File: src/rtl/id_decode_stage_pkg.sv
// Shared encodings for the RV32I integer-ALU decode stage: ALU opcodes,
// major opcodes, funct3/funct7 values and the funct3-to-ALU mapping.
package id_decode_stage_pkg;

    typedef enum logic [3:0] {
        ALU_ADD = 4'd0,
        ALU_SUB = 4'd1,
        ALU_SLT = 4'd2,
        ALU_LUI = 4'd3,
        ALU_AND = 4'd4,
        ALU_OR  = 4'd5,
        ALU_XOR = 4'd6,
        ALU_SLL = 4'd7,
        ALU_SRL = 4'd8,
        ALU_SRA = 4'd9
    } alu_op_e;

    localparam logic [6:0] OPC_OP     = 7'b0110011;
    localparam logic [6:0] OPC_OP_IMM = 7'b0010011;
    localparam logic [6:0] OPC_LUI    = 7'b0110111;
    localparam logic [6:0] OPC_AUIPC  = 7'b0010111;

    localparam logic [2:0] F3_ADD_SUB = 3'b000;
    localparam logic [2:0] F3_SLL     = 3'b001;
    localparam logic [2:0] F3_SLT     = 3'b010;
    localparam logic [2:0] F3_SLTU    = 3'b011;
    localparam logic [2:0] F3_XOR     = 3'b100;
    localparam logic [2:0] F3_SRL_SRA = 3'b101;
    localparam logic [2:0] F3_OR      = 3'b110;
    localparam logic [2:0] F3_AND     = 3'b111;

    localparam logic [6:0] F7_BASE = 7'b0000000;
    localparam logic [6:0] F7_ALT  = 7'b0100000;

    // alt selects SUB / SRA; it only has meaning for funct3 000 and 101
    function automatic alu_op_e f3_to_alu(input logic [2:0] f3, input logic alt);
        alu_op_e op;
        case (f3)
            F3_ADD_SUB: op = alt ? ALU_SUB : ALU_ADD;
            F3_SLL:     op = ALU_SLL;
            F3_SLT:     op = ALU_SLT;
            F3_SLTU:    op = ALU_SLT;
            F3_XOR:     op = ALU_XOR;
            F3_SRL_SRA: op = alt ? ALU_SRA : ALU_SRL;
            F3_OR:      op = ALU_OR;
            F3_AND:     op = ALU_AND;
            default:    op = ALU_ADD;
        endcase
        return op;
    endfunction

endpackage

File: src/rtl/id_decode_stage_imm_gen.sv
// I-type (sign-extended 12-bit) and U-type (upper 20-bit) immediate generator.
module id_imm_gen
    import id_decode_stage_pkg::*;
(
    input  logic [31:12] i_instr_hi,
    output logic [31:0]  o_imm_i,
    output logic [31:0]  o_imm_u
);

    assign o_imm_i = {{20{i_instr_hi[31]}}, i_instr_hi[31:20]};
    assign o_imm_u = {i_instr_hi[31:12], 12'b0};

endmodule

File: src/rtl/id_decode_stage.sv
// RV32I integer-ALU decode with one-level EX forwarding and the ID/EX
// pipeline register behind a valid/ready handshake.
module id_decode_stage
    import id_decode_stage_pkg::*;
#(
    parameter int XLEN = 32
) (
    input  logic            clk,
    input  logic            rst_n,
    input  logic            if_valid,
    input  logic [31:0]     if_instr,
    input  logic [XLEN-1:0] if_pc,
    output logic            id_ready,
    output logic [4:0]      rs1_addr,
    output logic [4:0]      rs2_addr,
    input  logic [XLEN-1:0] rs1_data,
    input  logic [XLEN-1:0] rs2_data,
    input  logic [XLEN-1:0] ex_result,
    input  logic            ex_ready,
    input  logic            flush,
    output logic            ex_valid,
    output logic [3:0]      ex_alu_op,
    output logic            ex_is_signed,
    output logic [XLEN-1:0] ex_a,
    output logic [XLEN-1:0] ex_b,
    output logic [4:0]      ex_rd,
    output logic            ex_reg_write,
    output logic            ex_illegal
);

    logic            r_valid;
    logic [3:0]      r_alu_op;
    logic            r_is_signed;
    logic [XLEN-1:0] r_a;
    logic [XLEN-1:0] r_b;
    logic [4:0]      r_rd;
    logic            r_reg_write;
    logic            r_illegal;

    logic [6:0]      w_opcode;
    logic [2:0]      w_funct3;
    logic [6:0]      w_funct7;
    logic [4:0]      w_rd;
    logic            w_is_shift;
    logic [XLEN-1:0] w_imm_i;
    logic [XLEN-1:0] w_imm_u;
    logic [XLEN-1:0] w_rs1_fwd;
    logic [XLEN-1:0] w_rs2_fwd;
    alu_op_e         w_alu_op;
    logic            w_is_signed;
    logic [XLEN-1:0] w_a;
    logic [XLEN-1:0] w_b;
    logic            w_legal;
    logic            w_reg_write;

    assign w_opcode   = if_instr[6:0];
    assign w_rd       = if_instr[11:7];
    assign w_funct3   = if_instr[14:12];
    assign w_funct7   = if_instr[31:25];
    assign rs1_addr   = if_instr[19:15];
    assign rs2_addr   = if_instr[24:20];
    assign w_is_shift = (w_funct3 == F3_SLL) | (w_funct3 == F3_SRL_SRA);

    id_imm_gen u_imm_gen (
        .i_instr_hi (if_instr[31:12]),
        .o_imm_i    (w_imm_i),
        .o_imm_u    (w_imm_u)
    );

    // A stalled producer still forwards: qualification ignores ex_ready
    assign w_rs1_fwd = (r_valid & r_reg_write & (r_rd == rs1_addr) & (rs1_addr != 5'd0))
                       ? ex_result : rs1_data;
    assign w_rs2_fwd = (r_valid & r_reg_write & (r_rd == rs2_addr) & (rs2_addr != 5'd0))
                       ? ex_result : rs2_data;

    // Instruction decode into the ALU operand/opcode bundle
    always_comb begin
        w_alu_op    = ALU_ADD;
        w_is_signed = 1'b0;
        w_a         = {XLEN{1'b0}};
        w_b         = {XLEN{1'b0}};
        w_legal     = 1'b0;
        case (w_opcode)
            OPC_OP: begin
                w_alu_op    = f3_to_alu(w_funct3, w_funct7 == F7_ALT);
                w_is_signed = (w_funct3 == F3_SLT);
                w_a         = w_rs1_fwd;
                if (w_is_shift) begin
                    w_b = {{(XLEN-5){1'b0}}, w_rs2_fwd[4:0]};
                end else begin
                    w_b = w_rs2_fwd;
                end
                w_legal = (w_funct7 == F7_BASE) |
                          ((w_funct7 == F7_ALT) &
                           ((w_funct3 == F3_ADD_SUB) | (w_funct3 == F3_SRL_SRA)));
            end
            OPC_OP_IMM: begin
                // imm bit 30 only means "arithmetic" for right shifts
                w_alu_op    = f3_to_alu(w_funct3,
                                        (w_funct3 == F3_SRL_SRA) & (w_funct7 == F7_ALT));
                w_is_signed = (w_funct3 == F3_SLT);
                w_a         = w_rs1_fwd;
                if (w_is_shift) begin
                    w_b     = {{(XLEN-5){1'b0}}, rs2_addr};
                    w_legal = (w_funct7 == F7_BASE) |
                              ((w_funct7 == F7_ALT) & (w_funct3 == F3_SRL_SRA));
                end else begin
                    w_b     = w_imm_i;
                    w_legal = 1'b1;
                end
            end
            OPC_LUI: begin
                w_alu_op = ALU_LUI;
                w_b      = w_imm_u;
                w_legal  = 1'b1;
            end
            OPC_AUIPC: begin
                w_alu_op = ALU_ADD;
                w_a      = if_pc;
                w_b      = w_imm_u;
                w_legal  = 1'b1;
            end
            default: begin
                w_legal = 1'b0;
            end
        endcase
        w_reg_write = w_legal & (w_rd != 5'd0);
    end

    assign id_ready = ~r_valid | ex_ready;

    // ID/EX pipeline register: flush beats load, load beats drain
    always_ff @(posedge clk or negedge rst_n) begin
        if (!rst_n) begin
            r_valid     <= 1'b0;
            r_alu_op    <= 4'd0;
            r_is_signed <= 1'b0;
            r_a         <= {XLEN{1'b0}};
            r_b         <= {XLEN{1'b0}};
            r_rd        <= 5'd0;
            r_reg_write <= 1'b0;
            r_illegal   <= 1'b0;
        end else if (flush) begin
            r_valid <= 1'b0;
        end else if (if_valid & id_ready) begin
            r_valid     <= 1'b1;
            r_alu_op    <= w_alu_op;
            r_is_signed <= w_is_signed;
            r_a         <= w_a;
            r_b         <= w_b;
            r_rd        <= w_rd;
            r_reg_write <= w_reg_write;
            r_illegal   <= ~w_legal;
        end else if (ex_ready) begin
            r_valid <= 1'b0;
        end else begin
            r_valid <= r_valid;
        end
    end

    assign ex_valid     = r_valid;
    assign ex_alu_op    = r_alu_op;
    assign ex_is_signed = r_is_signed;
    assign ex_a         = r_a;
    assign ex_b         = r_b;
    assign ex_rd        = r_rd;
    assign ex_reg_write = r_reg_write;
    assign ex_illegal   = r_illegal;

endmodule

File: config.mk
export PLATFORM = sky130hd
export DESIGN_NAME = id_decode_stage
export DESIGN_NICKNAME = d
export VERILOG_FILES = /design/src/rtl/id_decode_stage_pkg.sv /design/src/rtl/id_decode_stage_imm_gen.sv /design/src/rtl/id_decode_stage.sv
export SDC_FILE = /design/constraint.sdc
export NUM_CORES = 1
export LEC_CHECK = 0
export CORE_ASPECT_RATIO = 0.9
export CORE_MARGIN = 4
export CORE_UTILIZATION = 42
export DETAILED_ROUTE_END_ITERATION = 6
export GPL_ROUTABILITY_DRIVEN = 0
export GPL_TIMING_DRIVEN = 0
export PLACE_DENSITY_LB_ADDON = 0.05
export SKIP_LAST_GASP = 1
export SYNTH_ARGS = -nofsm -noshare
export SYNTH_HDL_FRONTEND = slang
export SYNTH_SLANG_ARGS = --single-unit
File: constraint.sdc
create_clock -name clk -period 4.9 [get_ports clk]
set_input_delay 0.49 -clock clk [delete_from_list [all_inputs] [get_ports clk]]
set_output_delay 0.49 -clock clk [all_outputs]
set_load 0.005 [all_outputs]
==> impl_metrics.env, run 1 <==
export IMPL_status="completed"
export IMPL_cts_resized=0
export IMPL_grt_usage_pct=27.2
export IMPL_grt_start_max_net_pins=41
export IMPL_setup_violations=0
export IMPL_cts_tree="built"
export IMPL_max_freq_mhz=413
export IMPL_core_area_um2=10300
export IMPL_synth_top_area_cell="dfrtp_1"
export IMPL_ys_async_sr_fraction_pct=100
export IMPL_cts_root_buffer="clkbuf_16"
export IMPL_mostFrequentLayoutCell="clkdlybuf4s50_1"
export IMPL_synth_area_leaders="dfrtp_1 43%, mux2i_1 7.4%, a21oi_1 6.0%, nand2_1 4.6%, a221oi_1 3.9%"
export IMPL_grt_pass1_vias=5190
export IMPL_initial_utilization_pct=43.4
export IMPL_maxSlewHeadroom_pct=46.2
export IMPL_io_buffers=251
export IMPL_htree_levels=3
export IMPL_cts_setup_buffers=0
export IMPL_cp_arrival_ns=2.61
export IMPL_worstMarginPinSlew_ns=0.800
export IMPL_fin_crit_sh_pct=49.4
export IMPL_synth_cell_types=50
export IMPL_clock_sinks=77
export IMPL_setup_tns_ns=0
export IMPL_cts_buffers=9
export IMPL_wire_per_inst_um=19.8
export IMPL_drt_vias_per_instance=5.65
export IMPL_crit_fanout=10
export IMPL_clkTransAtPathRegs_ns=0.06
export IMPL_placed_cells=860
export IMPL_peakVddDrop_v=0.000165
export IMPL_synthFlopType="dfrtp_1"
export IMPL_fin_crit_ns=2.42
export IMPL_final_core_util_pct=72.2
export IMPL_maxCapViolations=0
export IMPL_power_share_clock_pct=36.2
export IMPL_hold_path_class="in2async"
export IMPL_rsz0062_at_grt="no"
export IMPL_insertion_delay_ns=0.33
export IMPL_dp_final_hpwl_um=13700
export IMPL_ys_ff_latch=77
export IMPL_worst_setup_path_type="in2reg"
export IMPL_n_antenna_cell=0
export IMPL_p_seq_share_pct=39.2
export IMPL_syn_inst=479
export IMPL_yosysSeqAreaShare_pct=43.0
export IMPL_most_common_layout_cells="250 x clkdlybuf4s50_1, 77 x dfrtp_1, 55 x nand2_1"
export IMPL_finalNonFillerCells=876
export IMPL_row_count=35
export IMPL_finalClockSkew_ns=0.00944
export IMPL_synth_top_area_share_pct=43.0
export IMPL_crit_path_end_kind="flop"
export IMPL_cp_required_ns=5.09
export IMPL_netlist_area_um2=4480
export IMPL_die_height_um=106
export IMPL_postCtsHoldBufs=0
export IMPL_avgSynthCellArea_um2=9.35
export IMPL_postRouteAntennaNets=0
export IMPL_power_frac_comb_pct=24.6
export IMPL_overflow=0
export IMPL_multiInputGateArea_um2=2270
export IMPL_final_nets=907
export IMPL_worst_setup_path_start_kind="input port"
export IMPL_powerDensity_nw_per_um2=246
export IMPL_synth_edf_count=0
export IMPL_firstDrtPassIters=5
export IMPL_drc=0
export IMPL_clock_path_buffers=2
export IMPL_timing_hold_violations_final=0
export IMPL_via_count=4952
export IMPL_synth_fp_nets=644
export IMPL_p_sw_w=0.000469
export IMPL_seqCellArea_um2=1930
export IMPL_die_x_um=117
export IMPL_num_io_pins=253
export IMPL_wirelength_um=17300
export IMPL_first_iter_violations=313
export IMPL_die_area_um2=12400
export IMPL_leakage_nw=3.23
export IMPL_grt_pass1_wl_um=26300
export IMPL_drive_above_1_share_pct=8.97
export IMPL_antenna_found_initial=0
export IMPL_nFillCells=809
export IMPL_synth_warnings=0
export IMPL_finalMaxSlewViolations=0
export IMPL_power_internal_w=0.00137
export IMPL_netSwitchingFraction_pct=25.5
export IMPL_area_growth_synth_to_final_pct=66.6
==> routing by layer <==
metal  GRT usage, %  share of wire, %  vias up
met5              0                 0        -
met4           6.88               1.5        0
met3           8.25               9.9       24
met2           45.7                50      263
met1           34.0                39     2384
li1               -                 -     2281
==> cell families (layout without fill, tap and decap cells) <==
logic type      after synthesis  in the layout  share of synthesized area (%)
xor+xnor                     11             11                           2.15
compound gates              167            167                           25.9
mux                          33             33                           7.37
buf+inv                      49            317                           6.28
simple gates                142            142                           15.3
flops                        77             77                           43.0
==> power groups by stage <==
stage	Combinational, W	Sequential [W]	Clock [W]
floorplan	0.000133	0.000732	0
global placement	0.000440	0.000728	0
detailed placement	0.000451	0.000731	0
CTS	0.000454	0.000720	0.000675
global route	0.000486	0.000727	0.000702
finish	0.000452	0.000721	0.000665
==> stage by stage <==
stage | power [W] | instance area, um^2 | setup slack (ns) | hold WS, ns
after global routing | 0.00192 | 7470 | 2.35 | 0.179
after CTS | 0.00185 | 7470 | 2.45 | 0.155
after global placement | 0.00117 | 7150 | 0.481 | 0.471
after floorplan | 0.000865 | 4480 | 3.07 | 0.194
after detailed placement | 0.00118 | 7170 | 2.17 | 0.483
final | 0.00184 | 7470 | 2.48 | 0.145
==> sequential cells by signal, summed over array words and instances, names as in the netlist <==
register / count
ex_reg_write: 1
ex_is_signed: 1
ex_alu_op: 4
ex_valid: 1
ex_rd: 5
ex_a: 32
ex_illegal: 1
ex_b: 32
==> final timing paths <==
| check | startpoint | end | slack, ns | cells after the start |
|---|---|---|---|---|
| worst max-delay path | if_instr[24] | ex_b[31]$_DFFE_PN0P_ | 2.48 | 7 |
| worst min-delay path | rst_n | ex_valid$_DFFE_PN0P_ | 0.14 | 1 |
| worst max register to register | ex_rd[2]$_DFFE_PN0P_ | ex_a[7]$_DFFE_PN0P_ | 2.69 | 6 |
| worst min register to register | ex_alu_op[3]$_DFFE_PN0P_ | ex_alu_op[3]$_DFFE_PN0P_ | 0.50 | 2 |
| max in group asynchronous | rst_n | ex_a[20]$_DFFE_PN0P_ | 4.16 | 2 |
| min in group clk | ex_alu_op[3]$_DFFE_PN0P_ | ex_alu_op[3]$_DFFE_PN0P_ | 0.50 | 2 |
==> cell type report <==
type / count / area share [%]
Buffer: 47 / 3.67
Clock buffer: 12 / 3.30
Clock inverter: 4 / 0.637
Inverter: 2 / 0.101
Multi-Input combinational cell: 353 / 30.4
Sequential cell: 77 / 25.8
Tap cell: 129 / 2.16
Timing Repair Buffer: 252 / 33.9
==> cells in the mapped netlist (2+ instances only) <==
library cell,number
nand3_1,3
or2_2,3
o21ai_1,12
nand2_1,55
xor2_1,8
nand2b_1,4
mux2i_1,33
a22oi_1,6
a21oi_1,54
inv_1,2
buf_1,2
xnor2_1,3
nor4_1,3
o31ai_1,2
buf_4,13
buf_8,3
nand3b_1,2
and2_1,7
dfrtp_1,77
o21ai_0,28
a2bb2oi_1,20
a221oi_1,20
a221oi_2,11
a22o_1,2
nor3_1,3
nand4_1,3
a31oi_1,5
nor2_1,45
clkbuf_1,17
buf_2,12
nor2b_1,2
==> critical path, cell delays in order <==
cell	delay, ns
clkdlybuf4s50_1	0.59
or2_2	0.35
o21ai_0	0.16
nand4_1	0.33
buf_2	0.37
mux2i_1	0.22
o21ai_1	0.09
(Power assumes the default switching activity.)
==> run 2, diff against run 1 <==
CORE_UTILIZATION = 39   (was 42)
clock period = 2.5 ns   (was 4.9 ns; I/O delays follow)
==> impl_metrics.env, run 2 (synthesized netlist as in run 1, its figures left out) <==
export IMPL_status="completed"
export IMPL_cp_slowest_cell="dfrtp_1"
export IMPL_n_antenna_cell=0
export IMPL_hold_path_class="in2reg"
export IMPL_crit_path_end_kind="flop"
export IMPL_wirelength_um=17700
export IMPL_grt_start_max_net_pins=47
export IMPL_worst_setup_path_start_kind="flop"
export IMPL_drive_above_1_share_pct=8.96
export IMPL_fin_crit_sh_pct=90.7
export IMPL_cts_buffers=9
export IMPL_design_area_um2=7510
export IMPL_first_iter_violations=390
export IMPL_maxSlewHeadroom_pct=48.6
export IMPL_clock_path_buffers=2
export IMPL_num_io_pins=253
export IMPL_drt_vias_per_instance=5.56
export IMPL_finalClockSkew_ns=0.00777
export IMPL_mostFrequentLayoutCell="clkdlybuf4s50_1"
export IMPL_powerDensity_nw_per_um2=482
export IMPL_overflow=0
export IMPL_area_growth_synth_to_final_pct=67.7
export IMPL_cts_root_buffer="clkbuf_16"
export IMPL_final_nets=908
export IMPL_dp_final_hpwl_um=13900
export IMPL_die_x_um=121
export IMPL_clkTransAtPathRegs_ns=0.06
export IMPL_cp_required_ns=2.71
export IMPL_setup_violations=0
export IMPL_cts_resized=0
export IMPL_cp_top_family="compound AO/OA/AOI/OAI gates"
export IMPL_timing_hold_violations_final=0
export IMPL_io_buffers=251
export IMPL_rsz0062_at_grt="no"
export IMPL_antenna_found_initial=0
export IMPL_initial_utilization_pct=40.6
export IMPL_finalPower_w=0.00362
export IMPL_peakVddDrop_v=0.000395
export IMPL_via_count=5003
export IMPL_crit_chain="xor2_1 -> nor3_1 -> a41oi_2 -> buf_2 -> a221oi_1 -> a21oi_1"
export IMPL_grt_pass1_wl_um=27100
export IMPL_die_area_um2=13300
export IMPL_worstMarginPinSlew_ns=0.765
export IMPL_core_area_um2=11000
export IMPL_worst_setup_path_type="reg2reg"
export IMPL_fin_crit_ns=2.27
export IMPL_finalMaxSlewViolations=0
export IMPL_cts_tree="built"
export IMPL_drc=0
export IMPL_clock_sinks=77
export IMPL_dpl_cell_area_um2=7210
export IMPL_most_common_layout_cells="250 x clkdlybuf4s50_1, 77 x dfrtp_1, 55 x nand2_1"
export IMPL_cp_arrival_ns=2.48
export IMPL_max_freq_mhz=441
export IMPL_crit_fanout=10
export IMPL_grt_pass1_vias=5156
export IMPL_htree_levels=3
export IMPL_maxCapViolations=0
export IMPL_leakage_nw=3.24
export IMPL_postRouteAntennaNets=0
export IMPL_row_count=36
export IMPL_max_stage_delay_ns=0.45
export IMPL_wire_per_inst_um=19.6
export IMPL_insertion_delay_ns=0.35
export IMPL_die_height_um=110
export IMPL_grt_usage_pct=26.5
export IMPL_critPathBufInv=1
export IMPL_firstDrtPassIters=5
## run 2: area by class of cell
| type | count | area (um^2) |
|---|---|---|
| clock inverter | 4 | 47.5 |
| inverter | 2 | 7.51 |
| buffer | 47 | 274 |
| fill | 880 | 3520 |
| clock buffer | 12 | 246 |
| multi-input combinational | 353 | 2270 |
| timing repair buffer | 253 | 2550 |
| tap | 152 | 190 |
| sequential | 77 | 1930 |
## run 2: power by group
part | switching [W] | internal, W
sequential | 0.0000699 | 0.00134
combinational | 0.000340 | 0.000544
clock | 0.000528 | 0.000798
total | 0.000938 | 0.00268
## run 2: metal layers
layer,wire length (um),global-route usage (%),vias up
met1,7230,33.3,2464
met5,0,0,-
li1,-,-,2289
met4,313,8.58,0
met2,8720,44.5,223
met3,1420,7.20,27
## run 2: through the flow
stage / setup WS [ns] / hold WS (ns) / std cells / utilization (%) / TNS (ns)
global route: 0.0236 / 0.351 / 900 / 68.1 / 0
global placement: -1.67 / 0.468 / 882 / 65.1 / -128.20
CTS: 0.275 / 0.281 / 900 / 68.1 / 0
floorplan: 0.774 / -0.0456 / 479 / - / 0
detailed placement: -0.0102 / 0.235 / 883 / 65.3 / -0.0102
finish: 0.233 / 0.298 / 900 / 68.1 / 0
## run 2: worst min-delay path, stage by stage
cell	delay [ns]
buf_2	0.18
nand3_1	0.09
o21ai_0	0.07
## run 2: timing repair
item / 4_1_cts / 5_1_grt
setup buffers: 0 / 0
hold endpoints to repair: 31 / 0
hold buffers: 1 / 0
endpoints found under the setup margin: 0 / 0
## run 2: worst paths after layout
check                                    startpoint                        to  depth (start not counted)  slack, ns
min in group asynchronous                     rst_n       ex_b[1]$_DFFE_PN0P_                          2       0.41
max                            ex_rd[0]$_DFFE_PN0P_       ex_a[8]$_DFFE_PN0P_                          6       0.23
max reg2reg                    ex_rd[0]$_DFFE_PN0P_       ex_a[8]$_DFFE_PN0P_                          6       0.23
max in group asynchronous                     rst_n      ex_b[25]$_DFFE_PN0P_                          3       1.49
min reg2reg                ex_alu_op[2]$_DFFE_PN0P_  ex_alu_op[2]$_DFFE_PN0P_                          2       0.49
min                                    if_instr[14]  ex_alu_op[3]$_DFFE_PN0P_                          3       0.30
